===== src/rtl/fir_datapath_if.sv =====
// fir_datapath_if -- operation bus between the FIR controller and the datapath.
//
// Signals:
//   op          [2:0]  operation code, one per cycle
//   src1, src2  [3:0]  source register indices
//   dest        [3:0]  destination register index
//   sample_data [15:0] current input sample
//   coeff_data  [15:0] current coefficient value
//   fir_out     [15:0] copy of accumulator R0
//   overflow           combinational flag for the op currently presented
//
// Modports: master = controller side, slave = datapath side.
interface fir_datapath_if;
  logic [2:0]  op;
  logic [3:0]  src1;
  logic [3:0]  src2;
  logic [3:0]  dest;
  logic [15:0] sample_data;
  logic [15:0] coeff_data;
  logic [15:0] fir_out;
  logic        overflow;

  modport master (
    output op, src1, src2, dest, sample_data, coeff_data,
    input  fir_out, overflow
  );

  modport slave (
    input  op, src1, src2, dest, sample_data, coeff_data,
    output fir_out, overflow
  );
endinterface


===== src/rtl/fir_datapath.sv =====
// fir_datapath -- 16 x 16-bit register file with a single-cycle ALU
// (copy, load sample, load coefficient, add, subtract, Q1.15 multiply)
// driven one op per cycle by the FIR controller.
//
// Ports:
//   clk    system clock, rising-edge state updates
//   n_rst  asynchronous active-low reset, clears all registers
//   bus    fir_datapath_if.slave: op/src1/src2/dest/sample_data/coeff_data
//          in, fir_out (= R0) and combinational overflow out
//
// Configuration macro: FIR_DATAPATH_SAT_EN
//   undefined: an overflowing op leaves every register unchanged
//   defined:   an overflowing op writes a saturated value
//              (0xFFFF for ADD/MUL, 0x0000 for SUB)
module fir_datapath (
  input  logic      clk,
  input  logic      n_rst,
  fir_datapath_if.slave bus
);

  typedef enum logic [2:0] {
    OP_NOP   = 3'b000,
    OP_COPY  = 3'b001,
    OP_LOAD1 = 3'b010,
    OP_LOAD2 = 3'b011,
    OP_ADD   = 3'b100,
    OP_SUB   = 3'b101,
    OP_MUL   = 3'b110,
    OP_RSVD  = 3'b111
  } op_e;

  logic [15:0] regs [16];
  logic [15:0] rs1;
  logic [15:0] rs2;
  logic [16:0] sum;
  logic [16:0] diff;
  logic [31:0] prod;
  logic        unused_prod_lsbs;
  logic        wr_en;
  logic [15:0] wr_data;
  logic        ovf;

  // Both read ports see the pre-edge register contents.
  assign rs1  = regs[bus.src1];
  assign rs2  = regs[bus.src2];
  assign sum  = {1'b0, rs1} + {1'b0, rs2};
  assign diff = {1'b0, rs1} - {1'b0, rs2};
  assign prod = {16'd0, rs1} * {16'd0, rs2};

  // Low product bits fall below the Q1.15 result LSB and are dropped.
  assign unused_prod_lsbs = ^prod[14:0];

  // Op decode: result, write enable and overflow for the op presented now.
  always_comb begin
    wr_en   = 1'b0;
    wr_data = 16'd0;
    ovf     = 1'b0;
    case (op_e'(bus.op))
      OP_COPY: begin
        wr_en   = 1'b1;
        wr_data = rs1;
      end
      OP_LOAD1: begin
        wr_en   = 1'b1;
        wr_data = bus.sample_data;
      end
      OP_LOAD2: begin
        wr_en   = 1'b1;
        wr_data = bus.coeff_data;
      end
      OP_ADD: begin
        ovf     = sum[16];
        wr_en   = 1'b1;
        wr_data = sum[15:0];
        if (sum[16]) begin
`ifdef FIR_DATAPATH_SAT_EN
          wr_data = 16'hFFFF;
`else
          wr_en   = 1'b0;
`endif
        end
      end
      OP_SUB: begin
        // Bit 16 of the 17-bit difference is the borrow (src1 < src2).
        ovf     = diff[16];
        wr_en   = 1'b1;
        wr_data = diff[15:0];
        if (diff[16]) begin
`ifdef FIR_DATAPATH_SAT_EN
          wr_data = 16'h0000;
`else
          wr_en   = 1'b0;
`endif
        end
      end
      OP_MUL: begin
        ovf     = prod[31];
        wr_en   = 1'b1;
        wr_data = prod[30:15];
        if (prod[31]) begin
`ifdef FIR_DATAPATH_SAT_EN
          wr_data = 16'hFFFF;
`else
          wr_en   = 1'b0;
`endif
        end
      end
      default: begin
        wr_en = 1'b0;
      end
    endcase
  end

  // Register file: async clear, single write port.
  always_ff @(posedge clk or negedge n_rst) begin
    if (!n_rst) begin
      for (int i = 0; i < 16; i++) begin
        regs[i] <= 16'd0;
      end
    end else if (wr_en) begin
      regs[bus.dest] <= wr_data;
    end
  end

  assign bus.fir_out  = regs[0];
  // Forced low in reset regardless of op.
  assign bus.overflow = ovf & n_rst;

endmodule

===== src/flat_wrapper.sv =====
// flat-port wrapper written by rule: the top's interface ports become plain ports
module fir_datapath_flat 
  (clk, n_rst, bus_op, bus_src1, bus_src2, bus_dest, bus_sample_data, bus_coeff_data, bus_fir_out, bus_overflow);
  fir_datapath_if bus_i ();
  input  logic clk;
  input  logic n_rst;
  input wire logic [$bits(bus_i.op)-1:0] bus_op;
  input wire logic [$bits(bus_i.src1)-1:0] bus_src1;
  input wire logic [$bits(bus_i.src2)-1:0] bus_src2;
  input wire logic [$bits(bus_i.dest)-1:0] bus_dest;
  input wire logic [$bits(bus_i.sample_data)-1:0] bus_sample_data;
  input wire logic [$bits(bus_i.coeff_data)-1:0] bus_coeff_data;
  output wire logic [$bits(bus_i.fir_out)-1:0] bus_fir_out;
  output wire logic [$bits(bus_i.overflow)-1:0] bus_overflow;
  assign bus_i.op = bus_op;
  assign bus_i.src1 = bus_src1;
  assign bus_i.src2 = bus_src2;
  assign bus_i.dest = bus_dest;
  assign bus_i.sample_data = bus_sample_data;
  assign bus_i.coeff_data = bus_coeff_data;
  assign bus_fir_out = bus_i.fir_out;
  assign bus_overflow = bus_i.overflow;
  fir_datapath u_core (.clk(clk), .n_rst(n_rst), .bus(bus_i));
endmodule

===== config.mk =====
export PLATFORM = sky130hd
export DESIGN_NAME = fir_datapath_flat
export DESIGN_NICKNAME = d
export VERILOG_FILES = /design/src/rtl/fir_datapath_if.sv /design/src/rtl/fir_datapath.sv /design/src/flat_wrapper.sv
export SDC_FILE = /design/constraint.sdc
export NUM_CORES = 1
export LEC_CHECK = 0
export ABC_AREA = 1
export CAP_MARGIN = 20
export CORE_MARGIN = 10
export CORE_UTILIZATION = 35
export DETAILED_ROUTE_END_ITERATION = 16
export GPL_TIMING_DRIVEN = 0
export HOLD_SLACK_MARGIN = 0.06
export MAX_ROUTING_LAYER = met4
export PLACE_DENSITY_LB_ADDON = 0.1
export SETUP_SLACK_MARGIN = 0.5
export SLEW_MARGIN = 20
export SYNTH_ARGS = -nofsm -noshare
export SYNTH_HDL_FRONTEND = slang
export SYNTH_SLANG_ARGS = --single-unit

===== constraint.sdc =====
create_clock -name clk -period 28.6 [get_ports clk]
set_input_delay 4.29 -clock clk [delete_from_list [all_inputs] [get_ports clk]]
set_output_delay 4.29 -clock clk [all_outputs]
set_load 0.005 [all_outputs]

Word level (Yosys, flattened, before mapping)
Index checks and enable logic that the tools add are counted.
Widths: inputs -> output; s select.
{"block": "word_totals", "register_bits": 256, "in_bits": 49, "output_inout_bits": 17, "elab_cells": 50}
{"block": "classes", "n_addsub": 2, "multipliers": 1, "magnitude_cmp": 4, "n_eq_ne": 6, "n_mux": 15, "bitwise": 4, "reduce_logical": 2}
{"op": "$bwmux 256", "n": 1}
{"op": "$bmux 16 s4", "n": 2}
{"op": "$pmux 16 s6", "n": 1}
{"op": "$mux 16", "n": 5}
{"op": "$demux 16 s4", "n": 1}
{"op": "$mul 16x16->32", "n": 1}
{"op": "$add 16x16->17", "n": 1}
{"op": "$sub 16x16->17", "n": 1}
{"op": "$ge 5x5->1 const B", "n": 3}
{"op": "$not 4->5", "n": 3}
{"op": "$eq 3x3->1 const B", "n": 3}
{"op": "$eq 3x2->1 const B", "n": 2}
{"op": "$lt 5x1->1 const B", "n": 1}
{"op": "$pmux 1 s4", "n": 1}
{"op": "$eq 3x1->1 const B", "n": 1}
{"op": "$mux 1", "n": 3}
{"op": "$pmux 1 s3", "n": 1}
{"op": "$reduce_or 3->1", "n": 1}
{"op": "$and 1x1->1", "n": 1}
{"op": "$logic_and 1x1->1", "n": 1}

Longest topological paths before layout
{"block": "depth", "ltp_word": 7, "depth_mapped": 40, "ltp_nobuf": 34}

Worst setup path before layout
Ideal clock, no wire load.
{"block": "synth_path", "path_kind": "in2out", "startpoint": "input port bus_src2[0]", "endpoint": "output port bus_overflow", "t_arrival_ns": 10.844, "setup_slack_ns": 13.466, "stages": 31, "n_path_buf": 5, "path_cell_list": "buf_4 buf_2 clkbuf_1 clkbuf_1 o21ai_0 o21ai_0 o221ai_1 nand2_1 clkbuf_1 ha_1 inv_1 fa_1 inv_1 fa_1 fa_1 fa_1 fa_1 inv_1 fa_1 inv_1 ha_1 a21oi_1 inv_1 a31oi_1 o21ai_0 nand3_1 o311ai_0 a21oi_1 nand3_2 a21boi_0 o21a_1"}
{"block": "synth_via", "elab_chain_len": 7, "elab_cells_between_ends": 9, "cone_classes": "2 x add/sub; 1 x mul; 4 x mux; 2 x bitwise"}
{"element": "start, declared", "line": "flat_wrapper.sv:9", "rtl": "input wire logic [$bits(bus_i.src2)-1:0] bus_src2;"}
{"element": "$not 4->5 (implied by the code) *", "line": "fir_datapath.sv:45", "rtl": "assign rs2 = regs[bus.src2];"}
{"element": "$bmux 16 s4 *", "line": "fir_datapath.sv:45"}
{"element": "$mux 16 (implied by the code) * (2 in series)", "line": "fir_datapath.sv:45"}
{"element": "$mul 16x16->32 (tied with other cells)", "line": "fir_datapath.sv:48", "rtl": "assign prod = {16'd0, rs1} * {16'd0, rs2};"}
{"element": "$pmux 1 s3 *", "line": "fir_datapath.sv:58", "rtl": "case (op_e'(bus.op))"}
{"element": "$and 1x1->1 *", "line": "fir_datapath.sv:127", "rtl": "assign bus.overflow = ovf & n_rst;"}
{"element": "end, declared", "line": "flat_wrapper.sv:14", "rtl": "output wire logic [$bits(bus_i.overflow)-1:0] bus_overflow;"}
Mark *: on every way between the ends. The rest lies on a longest branch, timed or not. The select of a mux whose other input is x is not followed.

Final worst setup path
{"block": "layout_path", "startpoint": "input port bus_src1[0]", "endpoint": "output port bus_overflow"}
{"block": "layout_via", "elab_chain_len": 7, "elab_cells_between_ends": 9, "cone_classes": "2 x add/sub; 1 x mul; 4 x mux; 2 x bitwise"}
{"element": "start, declared", "line": "flat_wrapper.sv:8", "rtl": "input wire logic [$bits(bus_i.src1)-1:0] bus_src1;"}
{"element": "$not 4->5 (implied by the code) *", "line": "fir_datapath.sv:44", "rtl": "assign rs1 = regs[bus.src1];"}
{"element": "$bmux 16 s4 *", "line": "fir_datapath.sv:44"}
{"element": "$mux 16 (implied by the code) * (2 in series)", "line": "fir_datapath.sv:44"}
{"element": "$mul 16x16->32 (tied with other cells)", "line": "fir_datapath.sv:48"}
{"element": "$pmux 1 s3 *", "line": "fir_datapath.sv:58"}
{"element": "$and 1x1->1 *", "line": "fir_datapath.sv:127"}
Marks and branches as above.

==> metrics.txt <==
outcome=complete, no violations; number of instances in the synthesized netlist=3697; Clock Tree Root=sky130_fd_sc_hd__clkbuf_16; peak-usage layer in the global routing report=met1; clock latency reported for the late side of the worst-skew pair=0.59 ns; unrepaired setup endpoints after global routing=false; Hold Crit Class=register to register; DIE AREA=85500 um^2; global routing usage on met1=0.409; starting DRC count in detailed routing=3543; number of detailed-route iterations in the first pass=8; number of port buffers=62; via count of the first global-routing pass=25500; number of buffers between clock root and the deepest sink=3; Antenna Nets Post-Route=0; number of placement rows=99; xor/xnor cell area share of the yosys netlist=0.00236; leading post-synthesis cells by instance count=1007 x sky130_fd_sc_hd__nand2_1, 524 x sky130_fd_sc_hd__inv_1, 363 x sky130_fd_sc_hd__o21ai_0; number of enable-type register cells in the synthesized netlist=0; global-route track usage on met3=0.0589; TritonCTS clock tree=built; Max Slew Vio Count=0; # DRC=0; chip width=292 um; area share of and/or/nand/nor cells after synthesis=0.265; count of endpoints failing hold in the final timing report=0; count of hold buffers inserted by post-cts repair=0; postcts setup bufs=0; fin nets=4174; total number of vias=26900; post-synthesis sequential area ratio=0.247; average vias per placed instance=5.63; share of the synthesized area in the top cell type=0.247; Synth Area in Adders=0.214; element type at the critical path start=primary input; initial antenna violation count=3; largest net degree at the start of global routing=92; first-pass GRT wire length=178 mm; ratio of cells with drive above 1 in the final layout=0.0529; compound-gate portion of the synthesized area=0.146; library cell contributing the largest single delay on the critical path=sky130_fd_sc_hd__clkbuf_1; gpl congestion=1.04; Warnings, synthesis=0; Worst slew margin=0.116; post-synthesis net count=4074; number of buffers inserted during clock tree synthesis=29; highest clock frequency the design can meet=52.6 MHz; Crit Path Class=primary input to output port; met2 global-route usage=0.405; DPL Wire Length=94.6 mm; number of antenna repair diodes=0; largest family of logic cells by synthesized area=simple AND/OR/NAND/NOR gates; Resize count post-CTS=0; measured slew at the worst slew-check pin=1.33 ns; Sinks on Clock Net=256; Initial Util=0.354; Area Overhead vs Synth=11.3%; Routed WL per cell=25.6 um; delay of the slowest cell on the worst path=0.73 ns; synth top area cells=sky130_fd_sc_hd__dfrtp_1 25%, sky130_fd_sc_hd__fa_1 15%, sky130_fd_sc_hd__nand2_1 15%, sky130_fd_sc_hd__inv_1 7.6%, sky130_fd_sc_hd__o21ai_0 7.0%; total gr overflow=0; Total Routing Usage GR=0.287; number of max-cap violations=0; most instantiated library cell after synthesis=sky130_fd_sc_hd__nand2_1; fraction of registers with async set/reset=1.00; mean cell area of the mapped netlist=7.03 um^2; worst clock skew=0.0274 ns; number of standard cells in the final layout excluding fillers=4778; share of the cycle needed by the critical path after routing=0.665; area of the core region=73300 um^2; shortest clock period the worst path allows after layout=19.02 ns; multiplexer share of the synthesized area=0; floorplan die height=292 um; cell repeated most along the worst path=sky130_fd_sc_hd__inv_1; total negative slack for setup checks=0 ns; required time worst endpoint=24.31 ns; drt total wl=122 mm; count of placed standard cells including taps=4725; Final Setup Violations=0; H-Tree Level Count=1; crit-path max FO=11; Ports=66; CTS clock-pin slew for the worst setup and hold paths=0.06 ns; cell type contributing the most total cell area after synthesis=sky130_fd_sc_hd__dfrtp_1; #FFs+latches synth=256; synthesized cell area=26000 um^2; Cell variety after synth=51; most frequently used flop master after synthesis=sky130_fd_sc_hd__dfrtp_1; crit path capture type=output port; arrival time worst endpoint=14.73 ns
[stage by stage]
stage               setup WS [ns]  hold slack [ns]  cell area, um^2   util
detailed placement           9.85            0.458            27900  0.381
floorplan                   13.47            0.442            26000      -
finish                       9.58            0.467            28900  0.394
global route                 9.25            0.487            28900  0.394
CTS                          9.82            0.473            28900  0.394
global placement             9.07            0.456            27800  0.379
[area by class of cell]
cell class	count	area, um^2
clock buffer	40	847
timing repair buffer	69	718
clock inverter	13	149
buffer	238	1290
inverter	531	1990
tap	959	1200
multi-input combinational	2672	16300
sequential	256	6410
fill	8042	44400
[flip-flops by register name, summed over array words and instances, names as in the netlist]
register / flops
u_core.bus.fir_out: 16
u_core.regs: 240
[metal layers]
layer / vias to the layer above / part of all wire
li1: 12000 / -
met3: 214 / 0.10
met1: 13300 / 0.46
met4: 0 / 0.031
met2: 1395 / 0.41
met5: - / 0
[worst max-delay path: cells and delay by family]
family                   cells  cell delay [ns]
AO/OA/AOI/OAI                9             2.28
adder cells (fa/ha/maj)      8             3.54
buffers and inverters       13             3.70
AND/OR/NAND/NOR              4             0.88
[logic make-up (layout without fill, tap and decap cells)]
group | count (synthesis) | after routing
buffers and inverters | 769 | 891
flip-flops | 256 | 256
XOR/XNOR | 7 | 7
AND/OR/NAND/NOR | 1656 | 1656
adder cells (fa/ha/maj) | 328 | 328
AO/OA/AOI/OAI | 681 | 681
[worst paths after layout]
check                                 start          endpoint  slack [ns]  depth (start not counted)
max                             bus_src1[0]      bus_overflow        9.58                         34
min                        u_core.regs[192]  u_core.regs[192]        0.47                          2
max reg2reg                 u_core.regs[39]   u_core.regs[91]       19.06                         31
min reg2reg                u_core.regs[192]  u_core.regs[192]        0.47                          2
max in group asynchronous             n_rst   u_core.regs[68]       23.58                          3
min in group asynchronous             n_rst  u_core.regs[200]        3.68                          1
[layout by cell type, fill, tap and decap left out, types with 61 or more instances in the layout]
cell type	n
sky130_fd_sc_hd__inv_1	524
sky130_fd_sc_hd__ha_1	133
sky130_fd_sc_hd__nand2_1	1007
sky130_fd_sc_hd__o21ai_0	363
sky130_fd_sc_hd__clkbuf_1	132
sky130_fd_sc_hd__dfrtp_1	256
sky130_fd_sc_hd__a21oi_1	182
sky130_fd_sc_hd__nand3_1	357
sky130_fd_sc_hd__nor2_1	218
sky130_fd_sc_hd__clkdlybuf4s50_1	61
sky130_fd_sc_hd__fa_1	195
Power is left out: the tool's default activity adds up to more than one toggle a clock period on the data nets, which glitch-free logic cannot reach.
